### config.mk
export PLATFORM = sky130hd
export DESIGN_NAME = fifo_wr_arbiter_flat
export DESIGN_NICKNAME = d
export VERILOG_FILES = /design/src/rtl/fifo_wr_arbiter_if.sv /design/src/rtl/fifo_wr_arbiter.sv /design/src/flat_wrapper.sv
export SDC_FILE = /design/constraint.sdc
export NUM_CORES = 1
export LEC_CHECK = 0
export BUFFER_PORTS_ARGS = -buffer_cell sky130_fd_sc_hd__buf_4
export CAP_MARGIN = 0
export CORE_ASPECT_RATIO = 1.1
export CORE_MARGIN = 3
export CORE_UTILIZATION = 38
export DETAILED_ROUTE_END_ITERATION = 10
export HOLD_SLACK_MARGIN = 0.08
export PLACE_DENSITY = 0.81
export REMOVE_ABC_BUFFERS = 1
export SYNTH_ARGS = -nofsm -noshare
export SYNTH_HDL_FRONTEND = slang
export SYNTH_SLANG_ARGS = --single-unit
### constraint.sdc
create_clock -name clk -period 2.5 [get_ports clk]
set_input_delay 0.25 -clock clk [delete_from_list [all_inputs] [get_ports clk]]
set_output_delay 0.25 -clock clk [all_outputs]
set_load 0.1 [all_outputs]
### src/rtl/fifo_wr_arbiter_if.sv
// rtl/fifo_wr_arbiter_if.sv - producer and FIFO write-port bundle for fifo_wr_arbiter
interface fifo_wr_arbiter_if #(
  parameter int N_REQ = 4,
  parameter int WIDTH = 16
);
  logic [N_REQ-1:0]       req_valid;
  logic [N_REQ-1:0]       req_last;
  logic [N_REQ*WIDTH-1:0] req_data;
  logic [N_REQ-1:0]       req_ready;
  logic [WIDTH-1:0]       fifo_wdata;
  logic                   fifo_wpush;
  logic                   fifo_wfull;

  modport master (
    output req_valid, req_last, req_data, fifo_wfull,
    input  req_ready, fifo_wdata, fifo_wpush
  );

  modport slave (
    input  req_valid, req_last, req_data, fifo_wfull,
    output req_ready, fifo_wdata, fifo_wpush
  );
endinterface

### src/rtl/fifo_wr_arbiter.sv
// rtl/fifo_wr_arbiter.sv - round-robin arbiter sharing one FIFO write port among N_REQ producers
module fifo_wr_arbiter #(
  parameter int N_REQ     = 4,
  parameter int WIDTH     = 16,
  parameter int MAX_BURST = 4
) (
  input  logic                     clk,
  input  logic                     rst_n,
  fifo_wr_arbiter_if.slave         bus,
  output logic                     grant_valid,
  output logic [$clog2(N_REQ)-1:0] grant_id
);
  localparam int IDW = $clog2(N_REQ);
  localparam int CW  = $clog2(MAX_BURST + 1);

  typedef enum logic {IDLE, GRANT} state_t;

  state_t         state_q, state_d;
  logic [IDW-1:0] rr_ptr, rr_d;
  logic [IDW-1:0] grant_d;
  logic           gv_d;
  logic [CW-1:0]  beat_cnt, beat_d;
  logic [IDW-1:0] pick;
  logic           any_req;
  logic           xfer;
  logic           release_grant;

  // Scan from the highest offset down so the nearest set bit after rr_ptr wins.
  always_comb begin
    pick    = '0;
    any_req = 1'b0;
    for (int i = N_REQ - 1; i >= 0; i--) begin
      if (bus.req_valid[(int'(rr_ptr) + i) % N_REQ]) begin
        pick    = IDW'((int'(rr_ptr) + i) % N_REQ);
        any_req = 1'b1;
      end
    end
  end

  always_comb begin
    bus.req_ready  = '0;
    bus.fifo_wdata = '0;
    xfer           = 1'b0;
    if (state_q == GRANT) begin
      bus.req_ready[grant_id] = !bus.fifo_wfull;
      bus.fifo_wdata          = bus.req_data[int'(grant_id)*WIDTH +: WIDTH];
      xfer                    = bus.req_valid[grant_id] && !bus.fifo_wfull;
    end
    bus.fifo_wpush = xfer;
    release_grant  = xfer && (bus.req_last[grant_id] || (beat_cnt == CW'(MAX_BURST - 1)));
  end

  always_comb begin
    state_d = state_q;
    grant_d = grant_id;
    gv_d    = grant_valid;
    rr_d    = rr_ptr;
    beat_d  = beat_cnt;
    case (state_q)
      IDLE: begin
        if (any_req) begin
          grant_d = pick;
          gv_d    = 1'b1;
          beat_d  = '0;
          state_d = GRANT;
        end
      end
      GRANT: begin
        if (xfer) begin
          beat_d = beat_cnt + 1'b1;
        end
        if (release_grant) begin
          state_d = IDLE;
          gv_d    = 1'b0;
          rr_d    = (grant_id == IDW'(N_REQ - 1)) ? '0 : grant_id + 1'b1;
        end
      end
      default: state_d = IDLE;
    endcase
  end

  always_ff @(posedge clk or negedge rst_n) begin
    if (!rst_n) begin
      state_q     <= IDLE;
      rr_ptr      <= '0;
      grant_id    <= '0;
      grant_valid <= 1'b0;
      beat_cnt    <= '0;
    end else begin
      state_q     <= state_d;
      rr_ptr      <= rr_d;
      grant_id    <= grant_d;
      grant_valid <= gv_d;
      beat_cnt    <= beat_d;
    end
  end
endmodule

### src/flat_wrapper.sv
// flat-port wrapper written by rule: the top's interface ports become plain ports
module fifo_wr_arbiter_flat 
#(
  parameter int N_REQ     = 4,
  parameter int WIDTH     = 16,
  parameter int MAX_BURST = 4
)
  (clk, rst_n, grant_valid, grant_id, bus_req_valid, bus_req_last, bus_req_data, bus_fifo_wfull, bus_req_ready, bus_fifo_wdata, bus_fifo_wpush);
  fifo_wr_arbiter_if #(.N_REQ(N_REQ), .WIDTH(WIDTH)) bus_i ();
  input  logic clk;
  input  logic rst_n;
  output logic grant_valid;
  output logic [$clog2(N_REQ)-1:0] grant_id;
  input wire logic [$bits(bus_i.req_valid)-1:0] bus_req_valid;
  input wire logic [$bits(bus_i.req_last)-1:0] bus_req_last;
  input wire logic [$bits(bus_i.req_data)-1:0] bus_req_data;
  input wire logic [$bits(bus_i.fifo_wfull)-1:0] bus_fifo_wfull;
  output wire logic [$bits(bus_i.req_ready)-1:0] bus_req_ready;
  output wire logic [$bits(bus_i.fifo_wdata)-1:0] bus_fifo_wdata;
  output wire logic [$bits(bus_i.fifo_wpush)-1:0] bus_fifo_wpush;
  assign bus_i.req_valid = bus_req_valid;
  assign bus_i.req_last = bus_req_last;
  assign bus_i.req_data = bus_req_data;
  assign bus_i.fifo_wfull = bus_fifo_wfull;
  assign bus_req_ready = bus_i.req_ready;
  assign bus_fifo_wdata = bus_i.fifo_wdata;
  assign bus_fifo_wpush = bus_i.fifo_wpush;
  fifo_wr_arbiter #(.N_REQ(N_REQ), .WIDTH(WIDTH), .MAX_BURST(MAX_BURST)) u_core (.clk(clk), .rst_n(rst_n), .bus(bus_i), .grant_valid(grant_valid), .grant_id(grant_id));
endmodule
After elaboration in Yosys (flattened, before gate mapping). Cells that the tools add are included. Widths: inputs -> output; s select.

Logic and storage cells: 77. Memory bits (read-only): 0. Input port bits: 75. Output and inout bits: 24. Memories: 0. Bits in latches: 0. Bits in writable memories: 0. Register bits: 9.

$lt $le $gt $ge: 6. Shift operators: 1. $mul: 0. Divide/modulo/power cells: 0. $add $sub $neg: 5. Equality and inequality tests: 5. Reductions and logical operators: 12. Mux-type cells: 38. Bitwise gates (word level): 5.

Operators by type and width (count): $shiftx 64x7->16 (1); $mux 1 (19); $mux 16 (1); $bmux 1 s2 (6); $lt 3x4->1 const B (3); $mux 2 (5); $reduce_and 2->1 (4); $lt 2x3->1 const B (2); $mux 3 (2); $pmux 3 s2 (1); $reduce_or 2->1 (3); $add 2x1->2 const B (2); $add 2x2->2 const B (2); $and 4x4->4 (1); $mux 4 (1); $ne 2x2->1 const B (2); $pmux 1 s2 (2); $add 3x1->3 const B (1); $and 1x1->1 const A (3); $eq 3x2->1 const B (1); $logic_and 1x1->1 (3); $demux 1 s2 (1); $eq 2x2->1 const B (1); $ge 2x1->1 const B (1); other kinds (4) (4).

Longest topological paths before layout.
Depth in word-level cells: 12. Depth in mapped cells: 5. Depth with buffers taken out: 5.

Least setup slack after synthesis. No wires, ideal clock.

Path type: register -> output. Start: reg u_core.grant_id[0]. End: out bus_fifo_wdata[10]. Arrival: 2.569 ns. Stages on the path, launching flop included: 5. Setup slack: -0.319 ns. Path buffers: 2. Cells stage by stage: dfrtp_1 > buf_4 > buf_4 > mux4_2 > and2_1.

Longest elaborated chain between the ends: 2.

Ends and longest elaborated chain: start, declared (line fifo_wr_arbiter.sv:11) `output logic [$clog2(N_REQ)-1:0] grant_id`; start signal, assigned (line fifo_wr_arbiter.sv:92) `grant_id <= grant_d;`; $shiftx 64x7->16 (line fifo_wr_arbiter.sv:46) `bus.fifo_wdata = bus.req_data[int'(grant_id)*WIDTH +: WIDTH];`; $mux 16 (line fifo_wr_arbiter.sv:44) `if (state_q == GRANT) begin`; end, declared (line flat_wrapper.sv:19) `output wire logic [$bits(bus_i.fifo_wdata)-1:0] bus_fifo_wdata;`.

Every way passes these cells.

Worst setup path after layout.
Start: reg u_core.grant_id[0]. End: out bus_fifo_wdata[1].

Same word-level chain as after synthesis.

==> results.tsv <==
metric	value	unit
crit_slowest_cell	dfrtp_1	
avgRoutedWirePerCell	15.0	µm
startpoint_type	flip-flop	
vias	1168	
initial_utilization	41.7	%
grt_pass1_wl	5.49	mm
cts_tree	built	
relSlewSlack	66.8	%
first_global_vias	1183	
gr-usage-met1	22.3	%
synth.top_cells.by_area	mux4_2 (33%), dfrtp_1 (20%), and2_1 (12%)	
insertedDiodeCount	0	
cts_resized	0	
ant_nets	0	
antenna_found_initial	0	
cts_root_buf	clkbuf_4	
crit_chain	buf_12 -> mux4_2 -> and2_1 -> buf_4	
n_fill_cell	201	
rr_startpoint	u_core.grant_id[0]	
gp_congestion	0.773	
r2r-end	u_core.rr_ptr[0]	
final_common_cell	buf_4	
finalSetupTns	0	ps
max_freq	444	MHz
timing.hold.ws	309	ps
h-tree-depth	1	
crit_path_end_kind	output port	
grt_max_degree	23	
crit_path_end	bus_fifo_wdata[1]	
synth_top_area_cell	mux4_2	
hold_viol	0	
cts_buffers	3	
ff2ff_path_depth	4	
crit_path_start	u_core.grant_id[0]	
final_nets	282	
netlist_area	1100	µm²
globalRoute.busiestLayer	met2	
dpl.hpwl	2.95	mm
viasPerCell	5.06	
die_y	62.5	µm
clock-sinks	9	
critPathArrivalTime	2000	ps
fp.dieW	57.3	µm
final_cell_mix	buf_4 (100), and2_1 (21), mux4_2 (16)	
clkLatencyLatePin	270	ps
clock_path_buffers	2	
yosysWarnings	0	
syn_inst	101	
drv_slew	0	
syn2layout_area_growth	73.5	%
yosysSeqAreaShare	20.5	%
min_period	2250	ps
status	finished, final reports clean	
path_max_fanout	14	
ff_latch_area	225	µm²
track_usage	19.0	%
fin_crit_sh	90.2	%
crit_cells	4	
crit_family	flip-flops	
drcViolationCount	0	
synth_top_area_share	32.7	%
rsz0062_at_grt	false	
placed_cells_incl_taps	226	
core_area	2640	µm²
syn_avg_cell_area	10.9	µm²
crit_type	reg2out	
stdcell_count	231	
finalWirelength	3.47	mm
slowest_delay	600	ps
ys_ff_latch	9	
cap_violations	0	
use_met2	36.6	%
drtIter0Drc	42	
cp.buffers_inverters	2	
ios	99	
worst_ep_required_time	2250	ps
timing.final.ws_setup	246	ps
dp_slack	513	ps
reg2reg_slack	580	ps
setup_violations	0	
path_clk_slew	60	ps
dr.pass1.iters	4	
grt-ovfl-total	0	
multiInputGateArea	813	µm²
holdCritPathClass	in2reg	
drive_gt1_share	62.0	%
worst_pin_slew	498	ps
numPortBuffers	98	
synth.distinct_cells	26	
use_met3	3.10	%
rows	19	
clock_skew	5.04	ps
die-area	3580	µm²
## repair_timing
item	in CTS	in global routing
hold buffers	1	0
hold endpoints to repair	9	0
setup buffers	0	0
## cell families (layout without fill, tap and decap cells)
| family | Yosys count | after routing | synth area share (%) |
|---|---|---|---|
| compound gates | 11 | 11 | 5.91 |
| fa+ha+maj | 6 | 6 | 6.82 |
| buf+inv | 14 | 113 | 5.68 |
| flops | 9 | 9 | 20.5 |
| mux | 21 | 21 | 39.8 |
| simple gates | 40 | 40 | 21.4 |
## worst min-delay path by stage
| stage | endpoint | depth (start not counted) | slack [ps] | startpoint |
|---|---|---|---|---|
| 3_5_place_dp | u_core.rr_ptr[0] | 1 | 80 | rst_n |
| 2_1_floorplan | u_core.beat_cnt[0] | 0 | -50 | rst_n |
| 5_1_grt | u_core.state_q | 3 | 350 | bus_req_valid[0] |
| 4_1_cts | u_core.state_q | 3 | 310 | bus_req_valid[2] |
| 6_report | u_core.state_q | 3 | 310 | bus_req_valid[0] |
| 3_3_place_gp | u_core.rr_ptr[0] | 1 | 80 | rst_n |
## through the flow
step	area, µm²	utilization [%]
2_1_floorplan	1060	-
3_3_place_gp	1870	71.0
3_5_place_dp	1870	71.0
4_1_cts	1910	72.4
5_1_grt	1910	72.4
6_report	1910	72.4
## cell type report
class | instances | share of cell area, %
tap | 31 | 2.03
sequential | 9 | 11.8
timing repair buffer | 102 | 40.9
clock buffer | 4 | 1.38
inverter | 7 | 1.38
multi-input combinational | 78 | 42.6
## worst min-delay path: stages
cell and delay [ps]:
buf_4 100, nor4_1 60, a21oi_1 130
## synthesized netlist by cell type, drive strengths merged
library cell and count:
a2111oi 1, a21oi 4, and2 21, and4b 1, buf 4, clkbuf 3, dfrtp 9, ha 6
inv 7, mux2 3, mux2i 1, mux4 17, nand2 4, nand2b 1, nand3 4, nor2 3
nor2b 3, nor4 1, o21ai 4, o31ai 1, o41ai 1, or2 1, or3 1
## routing by layer
| layer | up-vias | wire [µm] | part of all wire [%] |
|---|---|---|---|
| met5 | - | 0 | 0 |
| met4 | 0 | 14 | 0.40 |
| met3 | 2 | 267 | 7.7 |
| met2 | 49 | 1950 | 56 |
| met1 | 545 | 1240 | 36 |
| li1 | 572 | - | - |
## registers in the layout, summed over array words and instances, names as in the netlist
register,flops
u_core.state_q,1
u_core.beat_cnt,3
u_core.grant_id,2
u_core.grant_valid,1
u_core.rr_ptr,2
Power is left out: the tool's default activity adds up to more than one toggle a clock period on the data nets, which glitch-free logic cannot reach.
